[config.mk]
export PLATFORM = sky130hd
export DESIGN_NAME = ikaopll_bus_writer
export DESIGN_NICKNAME = d
export VERILOG_FILES = /design/src/rtl/ikaopll_bus_pkg.sv /design/src/rtl/ikaopll_bus_writer_tick.sv /design/src/rtl/ikaopll_bus_writer.sv
export SDC_FILE = /design/constraint.sdc
export NUM_CORES = 1
export LEC_CHECK = 0
export CORE_MARGIN = 5
export CORE_UTILIZATION = 55
export DETAILED_ROUTE_END_ITERATION = 8
export DONT_BUFFER_PORTS = 1
export HOLD_SLACK_MARGIN = 0.05
export PLACE_DENSITY = 0.71
export RECOVER_POWER = 100
export SYNTH_ARGS = -nofsm -noshare
export SYNTH_HDL_FRONTEND = slang
export SYNTH_SLANG_ARGS = --single-unit
[constraint.sdc]
create_clock -name i_EMUCLK -period 1.9 [get_ports i_EMUCLK]
set_input_delay 0.38 -clock i_EMUCLK [delete_from_list [all_inputs] [get_ports i_EMUCLK]]
set_output_delay 0.38 -clock i_EMUCLK [all_outputs]
set_load 0.05 [all_outputs]
[src/rtl/ikaopll_bus_pkg.sv]
// Shared types and default timing for the OPLL host write-port master.
// The state encoding and the request struct are shared by the writer and its users.
package ikaopll_bus_pkg;

    localparam int ADDR_WAIT_DEF = 12;
    localparam int DATA_WAIT_DEF = 84;

    typedef enum logic [2:0] {
        ST_IDLE     = 3'd0,
        ST_A_SETUP  = 3'd1,
        ST_A_STROBE = 3'd2,
        ST_A_WAIT   = 3'd3,
        ST_D_SETUP  = 3'd4,
        ST_D_STROBE = 3'd5,
        ST_D_WAIT   = 3'd6
    } state_t;

    typedef struct packed {
        logic [7:0] addr;
        logic [7:0] data;
    } req_t;

    // Counter loads are 8 bits; the range is checked at elaboration.
    function automatic logic [7:0] ticks8(input int unsigned v);
        return v[7:0];
    endfunction

endpackage

[src/rtl/ikaopll_bus_writer_tick.sv]
// Loadable down-counter advanced only on phiM ticks; o_TERM marks the
// tick on which the current phase ends (count==1 and a tick is present).
module ikaopll_tick_counter (
    input  logic       i_EMUCLK,
    input  logic       i_RST,
    input  logic       i_phiM_PCEN_n,
    input  logic       i_LOAD,
    input  logic [7:0] i_LOAD_VAL,
    output logic       o_TERM
);
    logic [7:0] r_cnt;

    always_ff @(posedge i_EMUCLK) begin
        if (i_RST)
            r_cnt <= 8'd0;
        else if (i_LOAD)
            r_cnt <= i_LOAD_VAL;
        else if (!i_phiM_PCEN_n && r_cnt != 8'd0)
            r_cnt <= r_cnt - 8'd1;
    end

    assign o_TERM = !i_phiM_PCEN_n && (r_cnt == 8'd1);
endmodule

[src/rtl/ikaopll_bus_writer.sv]
// Drives the OPLL CPU write port from a valid/ready request stream:
// address write, data write, each followed by a phiM-tick-counted wait.
module ikaopll_bus_writer
    import ikaopll_bus_pkg::*;
#(
    parameter int SETUP_TICKS    = 1,
    parameter int WR_TICKS       = 2,
    parameter int ADDR_WAIT      = ADDR_WAIT_DEF,
    parameter int DATA_WAIT      = DATA_WAIT_DEF,
    parameter bit SKIP_SAME_ADDR = 1'b0
) (
    input  logic       i_EMUCLK,
    input  logic       i_RST,
    input  logic       i_phiM_PCEN_n,
    input  logic       i_REQ_VALID,
    output logic       o_REQ_READY,
    input  logic [7:0] i_REQ_ADDR,
    input  logic [7:0] i_REQ_DATA,
    output logic       o_CS_n,
    output logic       o_WR_n,
    output logic       o_A0,
    output logic [7:0] o_D,
    output logic       o_BUSY,
    output logic       o_DONE
);

    if (SETUP_TICKS < 1 || SETUP_TICKS > 255 || WR_TICKS < 1 || WR_TICKS > 255 ||
        ADDR_WAIT < 1 || ADDR_WAIT > 255 || DATA_WAIT < 1 || DATA_WAIT > 255) begin : g_param_check
        $error("ikaopll_bus_writer: timing parameters must be within 1..255");
    end

    state_t     r_state;
    state_t     w_state_next;
    req_t       r_req;
    logic [7:0] r_last_addr;
    logic       r_last_valid;
    logic       r_done;
    logic       w_accept;
    logic       w_skip;
    logic       w_load;
    logic       w_term;
    logic [7:0] w_load_val;

    assign w_accept = i_REQ_VALID && o_REQ_READY;
    assign w_skip   = SKIP_SAME_ADDR && r_last_valid && (i_REQ_ADDR == r_last_addr);

    always_ff @(posedge i_EMUCLK) begin
        if (i_RST)
            r_state <= ST_IDLE;
        else
            r_state <= w_state_next;
    end

    always_comb begin
        w_state_next = r_state;
        case (r_state)
            ST_IDLE:     if (w_accept) w_state_next = w_skip ? ST_D_SETUP : ST_A_SETUP;
            ST_A_SETUP:  if (w_term) w_state_next = ST_A_STROBE;
            ST_A_STROBE: if (w_term) w_state_next = ST_A_WAIT;
            ST_A_WAIT:   if (w_term) w_state_next = ST_D_SETUP;
            ST_D_SETUP:  if (w_term) w_state_next = ST_D_STROBE;
            ST_D_STROBE: if (w_term) w_state_next = ST_D_WAIT;
            ST_D_WAIT:   if (w_term) w_state_next = ST_IDLE;
            default:     w_state_next = ST_IDLE;
        endcase
    end

    // Every state change reloads the counter with the duration of the state being entered.
    assign w_load = (w_state_next != r_state);

    always_comb begin
        w_load_val = 8'd0;
        case (w_state_next)
            ST_A_SETUP, ST_D_SETUP:   w_load_val = ticks8(SETUP_TICKS);
            ST_A_STROBE, ST_D_STROBE: w_load_val = ticks8(WR_TICKS);
            ST_A_WAIT:                w_load_val = ticks8(ADDR_WAIT);
            ST_D_WAIT:                w_load_val = ticks8(DATA_WAIT);
            default:                  w_load_val = 8'd0;
        endcase
    end

    ikaopll_tick_counter u_tick (
        .i_EMUCLK      (i_EMUCLK),
        .i_RST         (i_RST),
        .i_phiM_PCEN_n (i_phiM_PCEN_n),
        .i_LOAD        (w_load),
        .i_LOAD_VAL    (w_load_val),
        .o_TERM        (w_term)
    );

    always_ff @(posedge i_EMUCLK) begin
        if (i_RST) begin
            r_req        <= '0;
            r_last_addr  <= 8'd0;
            r_last_valid <= 1'b0;
            r_done       <= 1'b0;
        end else begin
            if (w_accept)
                r_req <= '{addr: i_REQ_ADDR, data: i_REQ_DATA};
            if (r_state == ST_A_STROBE && w_term) begin
                r_last_addr  <= r_req.addr;
                r_last_valid <= 1'b1;
            end
            r_done <= (r_state == ST_D_WAIT) && w_term;
        end
    end

    always_comb begin
        o_CS_n      = 1'b1;
        o_WR_n      = 1'b1;
        o_A0        = 1'b0;
        o_D         = 8'd0;
        o_REQ_READY = 1'b0;
        o_BUSY      = 1'b1;
        case (r_state)
            ST_IDLE: begin
                o_REQ_READY = 1'b1;
                o_BUSY      = 1'b0;
            end
            ST_A_SETUP:  begin o_CS_n = 1'b0; o_D = r_req.addr; end
            ST_A_STROBE: begin o_CS_n = 1'b0; o_WR_n = 1'b0; o_D = r_req.addr; end
            ST_A_WAIT:   o_D = r_req.addr;
            ST_D_SETUP:  begin o_CS_n = 1'b0; o_A0 = 1'b1; o_D = r_req.data; end
            ST_D_STROBE: begin o_CS_n = 1'b0; o_WR_n = 1'b0; o_A0 = 1'b1; o_D = r_req.data; end
            ST_D_WAIT:   begin o_A0 = 1'b1; o_D = r_req.data; end
            default: begin
                o_REQ_READY = 1'b0;
                o_BUSY      = 1'b1;
            end
        endcase
    end

    assign o_DONE = r_done;

endmodule

-- Word-level counts from Yosys, hierarchy flattened
Cells that the tools add are included.
- input port bits: 20
- output and inout bits: 14
- register bits: 28
- eq/ne operators: 14
- muxes and demuxes: 17
- reduce and logical (&&, ||, !) cells: 14
- add/sub/neg operators: 1
- operators by type and width (operator ; number):
    one-hot mux 7 bit (4 select lines) ; 1
    2-to-1 mux 3 bit ; 7
    one-hot mux 3 bit (7 select lines) ; 1
    equality test 3 bit, second input constant ; 6
    2-to-1 mux 8 bit ; 2
    one-hot mux 8 bit (2 select lines) ; 1
    equality test 3 x 2 -> 1 bit, second input constant ; 4
    equality test 8 x 1 -> 1 bit, second input constant ; 1
    nonzero test 8 bit ; 1
    subtractor 8 x 1 -> 8 bit, second input constant ; 1
    equality test 3 x 1 -> 1 bit, second input constant ; 2
    OR reduction 2 bit ; 3
    OR reduction 3 bit ; 2
    2-to-1 mux 1 bit ; 5
    logical AND 1 bit ; 4
    OR reduction 4 bit ; 1
    logical NOT 3 bit ; 1
    != test 3 bit ; 1
    nonzero test 2 bit ; 1
    logical NOT 1 bit ; 1

-- Depth between registers and ports, before layout
- word-level depth: 9
- mapped depth: 8
- depth with buffers taken out: 7

-- By module
A second synthesis with hierarchy kept.
- cell total of the unflattened synthesis: 217
- area total of the unflattened synthesis: 1615.3 um2
- modules (own cells, without submodules) (module ; seq. area each (um2) ; cells an instance ; area each (um2) ; instances):
    ikaopll_bus_writer ; 400.4 ; 158 ; 1117.3 ; 1
    ikaopll_tick_counter ; 160.2 ; 59 ; 498.0 ; 1

-- Worst setup path before layout
Ideal clock, no wire load.
- path kind: flip-flop to output port
- from: register r_state[1]
- to: output o_CS_n
- stages on the path, launching flop included: 7
- data required time: 1520 ps
- arrival time: 2091 ps
- buffers on the path: 2
- setup slack: -571 ps
- cell sequence: dfxtp_1 -> buf_2 -> or2_1 -> buf_4 -> nor2_2 -> inv_1 -> nand2_1
- longest elaborated chain between the ends: 3
- RTL lines (item ; line ; text):
    start: declaration ; ikaopll_bus_writer.sv:32 ; state_t r_state;
    start signal: assignment ; ikaopll_bus_writer.sv:51 ; r_state <= w_state_next;
    equality test 3 x 2 -> 1 bit (tied with other cells) ; ikaopll_bus_writer.sv:115 ; case (r_state)
    OR reduction 4 bit (no line) (*) ; n/a ;
    2-to-1 mux 1 bit (*) ; ikaopll_bus_writer.sv:115 ;
    end: declaration ; ikaopll_bus_writer.sv:19 ; output logic o_CS_n,
Mark *: on every way between the ends. The rest lies on a longest branch, timed or not.

-- Final worst setup path
- from: register u_tick.r_cnt[0]
- to: register u_tick.r_cnt[0]
- longest elaborated chain between the ends: 8
- RTL lines (item ; line ; text):
    start: declaration ; ikaopll_bus_writer_tick.sv:11 ; logic [7:0] r_cnt;
    start signal: assignment ; ikaopll_bus_writer_tick.sv:17 ; r_cnt <= i_LOAD_VAL;
    start signal: assignment ; ikaopll_bus_writer_tick.sv:19 ; r_cnt <= r_cnt - 8'd1;
    equality test 8 x 1 -> 1 bit ; ikaopll_bus_writer_tick.sv:22 ; assign o_TERM = !i_phiM_PCEN_n && (r_cnt == 8'd1);
    logical AND 1 bit ; ikaopll_bus_writer_tick.sv:22 ;
    2-to-1 mux 3 bit (tied with other cells) ; ikaopll_bus_writer.sv:63 ; ST_D_WAIT: if (w_term) w_state_next = ST_IDLE;
    one-hot mux 3 bit (7 select lines) ; ikaopll_bus_writer.sv:56 ; case (r_state)
    equality test 3 x 2 -> 1 bit (tied with other cells) ; ikaopll_bus_writer.sv:73 ; case (w_state_next)
    OR reduction 2 bit ; ikaopll_bus_writer.sv:73 ;
    one-hot mux 7 bit (4 select lines) ; ikaopll_bus_writer.sv:73 ;
    2-to-1 mux 8 bit ; ikaopll_bus_writer_tick.sv:16 ; else if (i_LOAD)
Several ways; a longest one is shown, not always the timed one. The select of a mux whose other input is x is not followed.
A chain may end at the register's enable or synchronous reset.

==> summary.txt <==
cell leakage power - 0.000789 µW
list of most frequent post-synthesis cells - 49 x nand2_1, 28 x dfxtp_1, 25 x a21oi_1, 11 x nand3_1, 11 x nor2_1
register area share after synthesis - 34.0%
Congestion Overflow GR - 0
Critical Path RT - 2130 ps
hpwl dp - 2910 µm
sequential share of power - 37.0%
# setup viols final - 0
NetSw - 762 µW
Synth top area share - 34.0%
H-tree depth - 1
Worst Setup Path Type - reg -> reg
Fmax - 0.534 GHz
P per Cell Area - 974 mW/mm²
Starting DRT DRC Count - 142
arrival time worst endpoint - 2100 ps
CP Capture Type - register
total CTS buffers - 3
Slowest cell on crit path - dfxtp_2
WL final - 4140 µm
Initial Utilization - 58.7%
Slew Viols, Final - 0
vias in the first global route - 1,478
Crit path largest cell delay - 420 ps
clock buffer depth - 2
Core Util, Final - 73.4%
register-to-register setup slack - 30 ps
initial antenna violation count - 0
period utilization - 98.5%
worst r2r dst - u_tick.r_cnt[0]
root buf cell - clkbuf_4
largest net degree at the start of global routing - 27
cell count after synthesis - 216
DIE WIDTH - 64.7 µm
hold depth - 1
Clock Latency Late Sink - 340 ps
simple-gate share of the synthesized area - 33.1%
outcome - completed
first-pass detailed-route iteration total - 4
Tmin final - 1870 ps
Antenna Violating Nets Remaining - 0
layout cells sized above 1 - 28.9%
final hold viol count - 0
worst min path class - in -> reg
RSZ-0062 raised after global routing - true
number of flops mapped to enable cells by yosys - 0
Worst-path clk slew - 160 ps
CTS tree - yes
relative slew slack - 61.7%
flops & latches, synth - 28
hold path endpoint - r_req[3]
first-pass GRT wire length - 6710 µm
Post-Synth XOR/XNOR Area - 0.532%
Internal - 1240 µW
mux cell area share after synthesis - 1.22%
Final Wtd Congestion - 0.854
Num Clock Sinks - 28
synth-to-layout area growth - 25.0%
Wirelength per Cell - 15.7 µm
clock skew - 6.75 ps
DRC errors left - 0
antenna cells - 0
Die Ht - 64.7 µm
routed vias/inst - 6.12
Slew @ Worst Pin - 573 ps
maximum VDD drop - 0.000648 V
crit path cell chain - ha_2, nor3b_4, buf_4, and3_4, a31oi_1, o32ai_1
Synth area leaders - dfxtp_1 34%, nand2_1 11%, a21oi_1 7.6%
Mapped Area - 0.00165 mm²
worst r2r path cells - 6
row count - 19
syn nets - 239
number of port buffers - 0
hold_sp - i_RST
Yosys top cell by area - dfxtp_1
Worst setup startpoint - u_tick.r_cnt[0]
Final Cell Area - 0.00206 mm²
Top FF cell, synth - dfxtp_1
largest family of logic cells by synthesized area - simple AND/OR/NAND/NOR gates
Max-Cap Viols - 0
Final #Nets - 256
Syn. warnings - 0
vias - 1,610
Sw Ratio - 38.0%
Synth Area in Compound Gates - 22.1%
Synth Area per Inst - 7.62 µm²
Synth Area in Adders - 2.96%
Die Area - 0.00419 mm²
Cell Area, Placed - 0.00190 mm²
Clk pwr share - 20.1%
Reg-to-Reg Start - u_tick.r_cnt[0]
type of origin of the critical path - register
core region area - 0.00281 mm²
Post-synth ARST share - 0%
IO Count - 34
gr usage total - 19.8%
logic gate share of total power - 42.9%
most numerous cell in the Yosys netlist - nand2_1
worst-path maximum fanout - 9
distinct cell type count after synthesis - 51
-- power groups by stage --
stage	combinational (µW)	clock (µW)	sequential (µW)
finish	860	403	742
floorplan	635	0	729
global route	937	440	750
detailed placement	783	0	750
global placement	760	0	744
CTS	796	409	739
-- layout by cell type, fill, tap and decap left out, types with 3 or more instances in the layout --
cell type / instances
buf_12: 8
nand2_1: 47
dfxtp_1: 23
nor3_1: 3
dfxtp_2: 3
inv_1: 6
nand3_1: 11
buf_4: 14
nor2_1: 11
a21o_1: 4
a211oi_1: 3
a21oi_1: 24
o21ai_2: 8
clkbuf_4: 3
buf_6: 3
-- metrics by stage --
stage                     total power, µW  hold slack (ps)  TNS, ps  worst slack (ps)  instances
after floorplan                      1360              437     -183              -183        216
after global placement               1500              435        0               128        252
after detailed placement             1530              441        0              57.0        252
after CTS                            1940             70.5        0              15.1        256
after global routing                 2130             53.6     -189              -104        263
final                                2000             85.1        0              28.9        263
-- worst max-delay path by stage --
| stage | end | slack (ps) | cells after the start |
|---|---|---|---|
| finish | u_tick.r_cnt[0] | 30 | 6 |
| global route | u_tick.r_cnt[0] | -100 | 6 |
| CTS | u_tick.r_cnt[6] | 20 | 6 |
| detailed placement | u_tick.r_cnt[6] | 60 | 6 |
| global placement | u_tick.r_cnt[6] | 130 | 6 |
| floorplan | o_CS_n | -180 | 6 |
-- layer usage --
layer  global-route usage (%)  vias to the layer above  wire length, µm
met2                     34.9                       65             2120
met5                        0                        -                0
met4                     5.54                        0               48
met3                     3.28                        7              276
li1                         -                      794                -
met1                     24.9                      744             1700
-- final cells by class --
| class | count | area, µm² |
|---|---|---|
| Clock buffer | 3 | 22.5 |
| Sequential cell | 28 | 572 |
| Fill cell | 212 | 747 |
| Timing Repair Buffer | 26 | 309 |
| Clock inverter | 1 | 30.0 |
| Multi-Input combinational cell | 167 | 1060 |
| Tap cell | 31 | 38.8 |
| Inverter | 7 | 26.3 |
-- worst max-delay path: cells and delay by family (launching register included) --
family                   cells  cell delay (ps)
adder cells (fa/ha/maj)      1              190
AO/OA/AOI/OAI                2              400
buffers and inverters        1              170
flip-flops                   1              420
AND/OR/NAND/NOR              2              580
-- kinds of logic after synthesis --
family / after synthesis
XOR/XNOR: 1
AND/OR/NAND/NOR: 102
buffers and inverters: 21
AO/OA/AOI/OAI: 58
adder cells (fa/ha/maj): 4
multiplexers: 2
flip-flops: 28
-- sequential cells by signal, summed over array words and instances, names as in the netlist --
name          count
r_state           3
r_req            16
o_DONE            1
u_tick.r_cnt      8
-- repair_timing --
item	4_1_cts	5_1_grt
pin swaps	0	4
gates resized for setup	6	13
hold endpoints to repair	0	1
gates cloned	0	0
hold buffers	0	1
setup endpoints to repair	13	16
buffers inserted	0	6
Note: power is estimated with default switching activity, not from simulation.
